[src/rtl/cond_logic.sv]
// ---------------------------------------------------------------------------
// cond_logic
//   Conditional-execution unit of a single-cycle ARM core. It holds the
//   architectural NZCV flag register and evaluates the instruction's
//   condition field against it. The decoder's PC / register / memory write
//   requests are gated here.
//
//   The flag register is split into two fields with separate write enables.
//   {N,Z} is written when FlagW[1] is set, and {C,V} when FlagW[0] is set.
//   Both fields load only when the instruction's own condition passes.
//   CondEx looks only at the registered flags, so an instruction sees the
//   flags left by earlier instructions and never its own ALU result.
//
// Ports
//   CLK       in   1  system clock, rising edge
//   Reset     in   1  asynchronous, active-high; clears the flag register
//   Cond      in   4  instruction condition field (Instr[31:28])
//   ALUFlags  in   4  {N,Z,C,V} produced by the ALU this cycle
//   FlagW     in   2  flag write request: [1] -> N,Z ; [0] -> C,V
//   PCS       in   1  decoder request to write the PC
//   RegW      in   1  decoder register-write request
//   MemW      in   1  decoder memory-write request
//   NoWrite   in   1  compare-class instruction; suppresses RegWrite
//   PCSrc     out  1  PCS & CondEx
//   RegWrite  out  1  RegW & CondEx & ~NoWrite
//   MemWrite  out  1  MemW & CondEx
//   CondEx    out  1  condition passed
//   Flags     out  4  registered {N,Z,C,V}
// ---------------------------------------------------------------------------
module cond_logic #(
    parameter logic [3:0] NONE_COND = 4'b1111
) (
    input  logic       CLK,
    input  logic       Reset,
    input  logic [3:0] Cond,
    input  logic [3:0] ALUFlags,
    input  logic [1:0] FlagW,
    input  logic       PCS,
    input  logic       RegW,
    input  logic       MemW,
    input  logic       NoWrite,
    output logic       PCSrc,
    output logic       RegWrite,
    output logic       MemWrite,
    output logic       CondEx,
    output logic [3:0] Flags
);

    logic [1:0] r_flags_nz;   // {N,Z}
    logic [1:0] r_flags_cv;   // {C,V}

    logic w_n;
    logic w_z;
    logic w_c;
    logic w_v;
    logic w_ge;
    logic w_cond_ex;
    logic w_wr_nz;
    logic w_wr_cv;

    assign w_n = r_flags_nz[1];
    assign w_z = r_flags_nz[0];
    assign w_c = r_flags_cv[1];
    assign w_v = r_flags_cv[0];

    // Signed greater-or-equal after a subtraction: N equals V.
    assign w_ge = (w_n == w_v);

    always_comb begin
        w_cond_ex = 1'b0;
        if (Cond != NONE_COND) begin
            case (Cond)
                4'b0000: w_cond_ex = w_z;                 // EQ
                4'b0001: w_cond_ex = ~w_z;                // NE
                4'b0010: w_cond_ex = w_c;                 // CS/HS
                4'b0011: w_cond_ex = ~w_c;                // CC/LO
                4'b0100: w_cond_ex = w_n;                 // MI
                4'b0101: w_cond_ex = ~w_n;                // PL
                4'b0110: w_cond_ex = w_v;                 // VS
                4'b0111: w_cond_ex = ~w_v;                // VC
                4'b1000: w_cond_ex = w_c & ~w_z;          // HI
                4'b1001: w_cond_ex = ~w_c | w_z;          // LS
                4'b1010: w_cond_ex = w_ge;                // GE
                4'b1011: w_cond_ex = ~w_ge;               // LT
                4'b1100: w_cond_ex = ~w_z & w_ge;         // GT
                4'b1101: w_cond_ex = w_z | ~w_ge;         // LE
                4'b1110: w_cond_ex = 1'b1;                // AL
                default: w_cond_ex = 1'b0;                // never
            endcase
        end
    end

    // A failed condition blocks flag writes as well as the datapath writes.
    assign w_wr_nz = FlagW[1] & w_cond_ex;
    assign w_wr_cv = FlagW[0] & w_cond_ex;

    always_ff @(posedge CLK or posedge Reset) begin
        if (Reset) begin
            r_flags_nz <= 2'b00;
            r_flags_cv <= 2'b00;
        end else begin
            if (w_wr_nz) begin
                r_flags_nz <= ALUFlags[3:2];
            end
            if (w_wr_cv) begin
                r_flags_cv <= ALUFlags[1:0];
            end
        end
    end

    assign CondEx   = w_cond_ex;
    assign PCSrc    = PCS  & w_cond_ex;
    assign RegWrite = RegW & w_cond_ex & ~NoWrite;
    assign MemWrite = MemW & w_cond_ex;
    assign Flags    = {r_flags_nz, r_flags_cv};

endmodule

[config.mk]
export PLATFORM = sky130hd
export DESIGN_NAME = cond_logic
export DESIGN_NICKNAME = d
export VERILOG_FILES = /design/src/rtl/cond_logic.sv
export SDC_FILE = /design/constraint.sdc
export NUM_CORES = 1
export LEC_CHECK = 0
export CORE_AREA = 2 2 39 41
export DETAILED_ROUTE_END_ITERATION = 7
export DIE_AREA = 0 0 41 43
export PLACE_DENSITY_LB_ADDON = 0.1
export SYNTH_ARGS = -nofsm -noshare
export SYNTH_HDL_FRONTEND = slang
export SYNTH_SLANG_ARGS = --single-unit
[constraint.sdc]
create_clock -name CLK -period 4 [get_ports CLK]
set_clock_uncertainty 0.05 [all_clocks]
set_input_delay 0.8 -clock CLK [delete_from_list [all_inputs] [get_ports CLK]]
set_output_delay 0.8 -clock CLK [all_outputs]
set_load 0.05 [all_outputs]
==> out/metrics.yaml, run 1 <==
synth:
  synth_warnings: 0
  synth_nets: 63
  yosysTopAreaCellShare_pct: 21.2
  synth_xor_area_share_pct: 1.85
  syn-cell-area_sq_um: 473
  ys_ff_latch: 4
  ys.flop_type: "dfrtp_1"
  synth_top_family_by_area: "simple AND/OR/NAND/NOR gates"
  yosysSeqAreaShare_pct: 21.2
  netlist_top_cells_count: "dfrtp_1 (4), mux2_1 (4), and2_1 (3)"
  synth_simple_gate_area_share_pct: 29.1
  ys_types: 29
  muxShareOfSynthArea_pct: 16.1
  synth-adder-area-share_pct: 0
  async_reset_ff_share_pct: 100
  synthTopCellsByArea: "dfrtp_1 (21%), mux2_1 (9.5%), a2111oi_4 (5.8%)"
  synth_top_area_cell: "dfrtp_1"
  synth_edf_count: 0
  syn-instance-count: 47
  synth_compound_area_share_pct: 23.8
  avgSynthCellArea_sq_um: 10.1
layout:
  final_cells: 86
  design_area_sq_um: 731
  multi_input_area_sq_um: 335
  syn_to_final_growth_pct: 54.5
  drive_above_1_share_pct: 21.4
  seq_area_sq_um: 100
  utilization_pct: 52.8
  nets: 88
  fill_cells: 136
  antennaDiodeCount: 0
global_routing:
  grt_overflow: 0
  antenna_found_initial: 0
  grt_max_degree: 12
  grt_pass1_vias: 400
  grt_usage_pct: 14.8
  grt_first_pass_wirelength_um: 1830
clocking:
  post_cts_buffers: 0
  clkLatencyLatePin_ns: 0.23
  clock_path_buffers: 2
  clockRootBuffer: "clkbuf_4"
  cts_resized: 0
  cts_inserted_buffers: 3
  cts.htree.levels: 1
  clock_sinks: 4
  cts_tree: "built"
  holdBufCountCts: 0
  cts.clk_slew.worst_paths_ns: 0.04
power:
  power.density_nw_per_um2: 634
  peakVddDrop_v: 0.000414
  leakage_uw: 0.000289
worst_setup_path:
  r2r_cells: 5
  crit_fanout: 10
  crit-reg2reg-launch: "r_flags_nz[1]$_DFFE_PP0P_"
  path_cells: "clkdlybuf4s50_1, and3b_1, a22o_1, a2111oi_4, nand2_1, and3b_1, buf_12"
  end_kind: "primary output"
  crit_slowest_cell: "clkdlybuf4s50_1"
  criticalPathCategory: "input port to primary output"
  cp.required_ns: 3.15
  arrival_ns: 2.91
  critPathMaxStageDelay_ns: 0.67
  reg2reg_slack_ns: 1.95
  regToRegEndpoint: "r_flags_nz[1]$_DFFE_PP0P_"
  cp_common_cell: "and3b_1"
  cp-start-kind: "input port"
sta:
  maxSlewViolCount: 0
  finalCritPeriodShare_pct: 94.0
  tightest_slew_ns: 0.503
  max_freq_ghz: 0.266
  min_period_ns: 3.76
  grt_setup_unrepaired: "no"
  setup_viol: 0
  finalHoldViolations: 0
  fin_tns_setup_ns: 0
  relSlewSlack_pct: 66.4
min_path:
  hold_path_class: "flip-flop to flip-flop"
  hold_depth: 1
  hold_end: "r_flags_cv[1]$_DFFE_PP0P_"
  hp-start: "r_flags_cv[1]$_DFFE_PP0P_"
placement:
  numPortBuffers: 23
  dpl_cell_area_sq_um: 708
  place.gp.congestion: 0.607
  dpl.hpwl_um: 857
  dp.cells: 83
floorplanning:
  die_w_um: 41
  dieHeight_um: 43
  initial_utilization_pct: 34.2
  num_rows: 14
  die_area_sq_um: 1760
  coreArea_sq_um: 1380
  design.portCount: 24
route:
  wl_per_cell_um: 12.2
  drc: 0
  via_count: 458
  postRouteAntennaNets: 0
  wirelength_um: 1050
  via_per_inst: 5.33
  firstDrtPassIters: 4
  drtIter0Drc: 8
run:
  maxCapViolCount: 0
status:
  status: "completed"
-- worst max path at each step --
stage / end / slack (ns) / depth (start not counted) / start
after detailed placement: RegWrite / 0.24 / 7 / Cond[2]
after CTS: MemWrite / 0.23 / 7 / Cond[2]
after global routing: RegWrite / 0.11 / 7 / Cond[2]
final: RegWrite / 0.24 / 7 / Cond[2]
after floorplan: RegWrite / 0.49 / 6 / Cond[0]
after global placement: RegWrite / 0.25 / 7 / Cond[2]
-- critical path: cells and delay by family --
kind / cells / cell delay, ns
AND/OR/NAND/NOR: 3 / 0.67
buffers and inverters: 2 / 0.82
AO/OA/AOI/OAI: 2 / 0.62
-- routing by layer --
layer	routed length (um)	GRT usage (%)	up-vias
met5	0	0	-
met4	0	6.00	0
met1	484	22.4	214
met3	46	1.57	0
li1	-	-	226
met2	514	20.6	18
-- area by class of cell --
cell class	instances	share of cell area (%)
Timing Repair Buffer	23	33.6
Clock buffer	3	3.08
Multi-Input combinational cell	38	45.9
Inverter	2	1.03
Tap cell	16	2.74
Sequential cell	4	13.7
-- cells by family after synthesis --
kind of cell              after synthesis
AOI/OAI and AO/OA                      10
xor gates and xnor gates                1
and+or+nand+nor                        20
muxes                                   7
DFF                                     4
buffers and inverters                   5
-- where the power goes --
part,total [uW],internal (uW),switching [uW],leakage (uW)
Clock,46.7,33.3,13.4,0.0000138
Combinational,315,135,180,0.000228
Sequential,102,61.4,40.3,0.0000470
Total,464,229,234,0.000289
-- state kept, by name, indices dropped and copies added (netlist names) --
signal / count
r_flags_nz: 2
r_flags_cv: 2
-- placed cells by master, fill, tap and decap left out, types with 2 or more instances in the layout --
cell and n:
clkdlybuf4s50_1 19, dfrtp_1 4, mux2i_1 2, and2_1 3, or2b_2 2, nor2_1 2, nand3_1 2, mux2_1 4
inv_1 2, nand4b_1 2, and3b_1 2, a21boi_2 2, nand2b_1 2, buf_4 2, buf_12 2, clkbuf_4 3
-- through the flow --
step	power (uW)	hold slack (ns)	setup slack (ns)
after floorplan	304	0.516	0.495
after global placement	420	0.548	0.246
after detailed placement	419	0.540	0.237
after CTS	469	0.554	0.228
after global routing	493	0.609	0.113
final	464	0.557	0.239
(Power assumes the default switching activity.)
==> run 2, diff against run 1 <==
CORE_AREA = default   (was 2 2 39 41)
CORE_MARGIN = 2   (was default)
CORE_UTILIZATION = 34   (was default)
DIE_AREA = default   (was 0 0 41 43)
clock period = 3.3 ns   (was 4 ns; I/O delays follow)
==> run 2 against run 1 <==
Register-to-register slack lost 0.78 ns; clock-buffer cell count is the same; sequential share of layout area shrank 0.86 points; first-iteration DRC count shrank 50%; routed wire length grew 11%; worst hold slack gained 0.0023 ns; critical path type unchanged; largest cell class unchanged; largest power group unchanged; highest routed layer unchanged.
==> out/metrics.yaml, run 2 (synthesis results as in run 1) <==
clocking:
  cts.clk_slew.worst_paths_ns: 0.04  # about the same
  cts_inserted_buffers: 3  # unchanged
  clkLatencyLatePin_ns: 0.23  # about the same
  clock_path_buffers: 2  # unchanged
  cts.htree.levels: 1  # unchanged
  clock_sinks: 4  # unchanged
  holdBufCountCts: 0  # unchanged
  clockRootBuffer: "clkbuf_4"
  post_cts_buffers: 0  # unchanged
  cts_tree: "built"
global_routing:
  grt_overflow: 0  # unchanged
  antenna_found_initial: 0  # unchanged
  gr-max-usage-layer: "met2"
  grt_max_degree: 12  # unchanged
  grt_pass1_vias: 429  # +7.2%
  grt_first_pass_wirelength_um: 1790  # -1.9%
  grtUsageMet3_pct: 7.45  # +5.9 points
  gr-usage-met2_pct: 27.3  # +6.7 points
  grt_usage_pct: 16.4  # +1.6 points
  globalRouteMet1Util_pct: 18.8  # -3.6 points
power:
  power.internal_uw: 289  # +26%
  peakVddDrop_v: 0.000533  # +29%
  seqPwrFrac_pct: 21.1  # -0.8 points
  clockPowerShare_pct: 10.1  # about the same
  power.density_nw_per_um2: 742  # +17%
  switching_power_uw: 289  # +24%
  leakage_uw: 0.000332  # +15%
  p_comb_share_pct: 68.8  # +0.8 points
  finalPower_uw: 579  # +25%
  p_sw_share_pct: 50.0  # -0.51 points
sta:
  finalCritPeriodShare_pct: 98.0
  finalHoldViolations: 0  # unchanged
  setup_viol: 0  # unchanged
  maxSlewViolCount: 0  # unchanged
  tightest_slew_ns: 0.498  # -0.00473 ns
  relSlewSlack_pct: 66.7  # +0.32 points
  grt_setup_unrepaired: "no"
  max_freq_ghz: 0.309
  min_period_ns: 3.23
worst_setup_path:
  path_delay_family: "buffers and inverters"
  criticalPathCategory: "input port to primary output"
  arrival_ns: 2.52  # -0.39 ns
  cp-start-kind: "input port"
  crit_slowest_cell: "clkdlybuf4s50_1"
  path_cells: "clkdlybuf4s50_1, buf_4, or3_2, o22ai_1, a2111oi_4, nand2_2, and3b_1, buf_12"
  crit_fanout: 6  # -4
  end_kind: "primary output"
  critPathMaxStageDelay_ns: 0.47  # -0.20 ns
  reg2reg_slack_ns: 1.17  # -0.78 ns
  cp.required_ns: 2.59  # -0.56 ns
  worst-path-buf-inv: 3  # +1
route:
  via_per_inst: 5.37  # +0.77%
  wl_per_cell_um: 12.9  # +6.0%
  firstDrtPassIters: 4  # unchanged
  postRouteAntennaNets: 0  # unchanged
  wirelength_um: 1160  # +11%
  via_count: 483  # +5.5%
  drc: 0  # unchanged
  drtIter0Drc: 4  # -4
floorplanning:
  die_w_um: 41.3  # +0.72%
  num_rows: 13  # -1
  dieHeight_um: 41.3  # -4.0%
  design.portCount: 24  # unchanged
  coreArea_sq_um: 1300  # -6.0%
  die_area_sq_um: 1710  # -3.3%
  initial_utilization_pct: 36.3  # +2.2 points
min_path:
  hold_path_class: "input port to async pin"
layout:
  nets: 93  # +5.7%
  layout_common_cells: "clkdlybuf4s50_1 (16), buf_4 (7), mux2_1 (4), dfrtp_1 (4)"
  syn_to_final_growth_pct: 64.8
  drive_above_1_share_pct: 29.3  # +7.9 points
  largestRegisters: "r_flags_cv (2), r_flags_nz (2)"
  utilization_pct: 59.9  # +7.1 points
  antennaDiodeCount: 0  # unchanged
  layout_commonest_cell: "clkdlybuf4s50_1"
placement:
  place.gp.congestion: 0.642  # +5.7%
  dpl.hpwl_um: 930  # +8.5%
  numPortBuffers: 23  # unchanged
status:
  status: "completed"
run:
  maxCapViolCount: 0  # unchanged
## run 2: per-stage QoR
step                      TNS [ns]  cells  area (sq um)  setup WS [ns]  hold slack, ns
after floorplan                  0     47           473         0.0746           0.376
after global placement           0     87           744         0.0152           0.554
after detailed placement   -0.0199     87           744        -0.0199           0.547
after CTS                        0     90           772         0.0208           0.564
after global routing             0     90           779         0.0203           0.593
final                            0     90           779         0.0651           0.559
## run 2: timing repair
| action | in CTS | in global routing |
|---|---|---|
| hold endpoints to repair | 0 | 0 |
| gates resized for setup | 2 | 3 |
| endpoints found under the setup margin | 1 | 3 |
## run 2: path summary, 6_finish.rpt
path,from,to,depth (start not counted)
worst max-delay path,Cond[3],RegWrite,8
worst min-delay path,Reset,r_flags_cv[1]$_DFFE_PP0P_,2
worst max register to register,r_flags_nz[1]$_DFFE_PP0P_,r_flags_nz[0]$_DFFE_PP0P_,6
worst min register to register,r_flags_cv[1]$_DFFE_PP0P_,r_flags_cv[1]$_DFFE_PP0P_,1
max in group asynchronous,Reset,r_flags_nz[0]$_DFFE_PP0P_,2
min in group CLK,r_flags_cv[1]$_DFFE_PP0P_,r_flags_cv[1]$_DFFE_PP0P_,1
## run 2: layout make-up
type / count / area, sq um
Clock buffer: 3 / 22.5
Sequential cell: 4 / 100
Tap cell: 15 / 18.8
Timing Repair Buffer: 28 / 287
Multi-Input combinational cell: 38 / 344
Fill cell: 116 / 522
Inverter: 2 / 7.51
## run 2: metal layers
| metal | part of all wire (%) | up-vias |
|---|---|---|
| met3 | 7.2 | 0 |
| met1 | 44 | 226 |
| li1 | - | 238 |
| met2 | 49 | 19 |
| met4 | 0 | 0 |
| met5 | 0 | - |
## run 2: worst reg2reg max path: cells and delay by family, from the launching register on
kind | cells | cell delay, ns
muxes | 1 | 0.33
AOI/OAI and AO/OA | 3 | 0.47
buffers and inverters | 1 | 0.15
DFF | 1 | 0.45
and+or+nand+nor | 1 | 0.56
## run 2: power groups by stage
stage | logic, uW | registers, uW | clock network, uW
6_report | 398 | 122 | 58.3
2_1_floorplan | 171 | 197 | 0
3_5_place_dp | 396 | 124 | 0
4_1_cts | 399 | 124 | 59.6
3_3_place_gp | 395 | 121 | 0
5_1_grt | 421 | 129 | 63.6
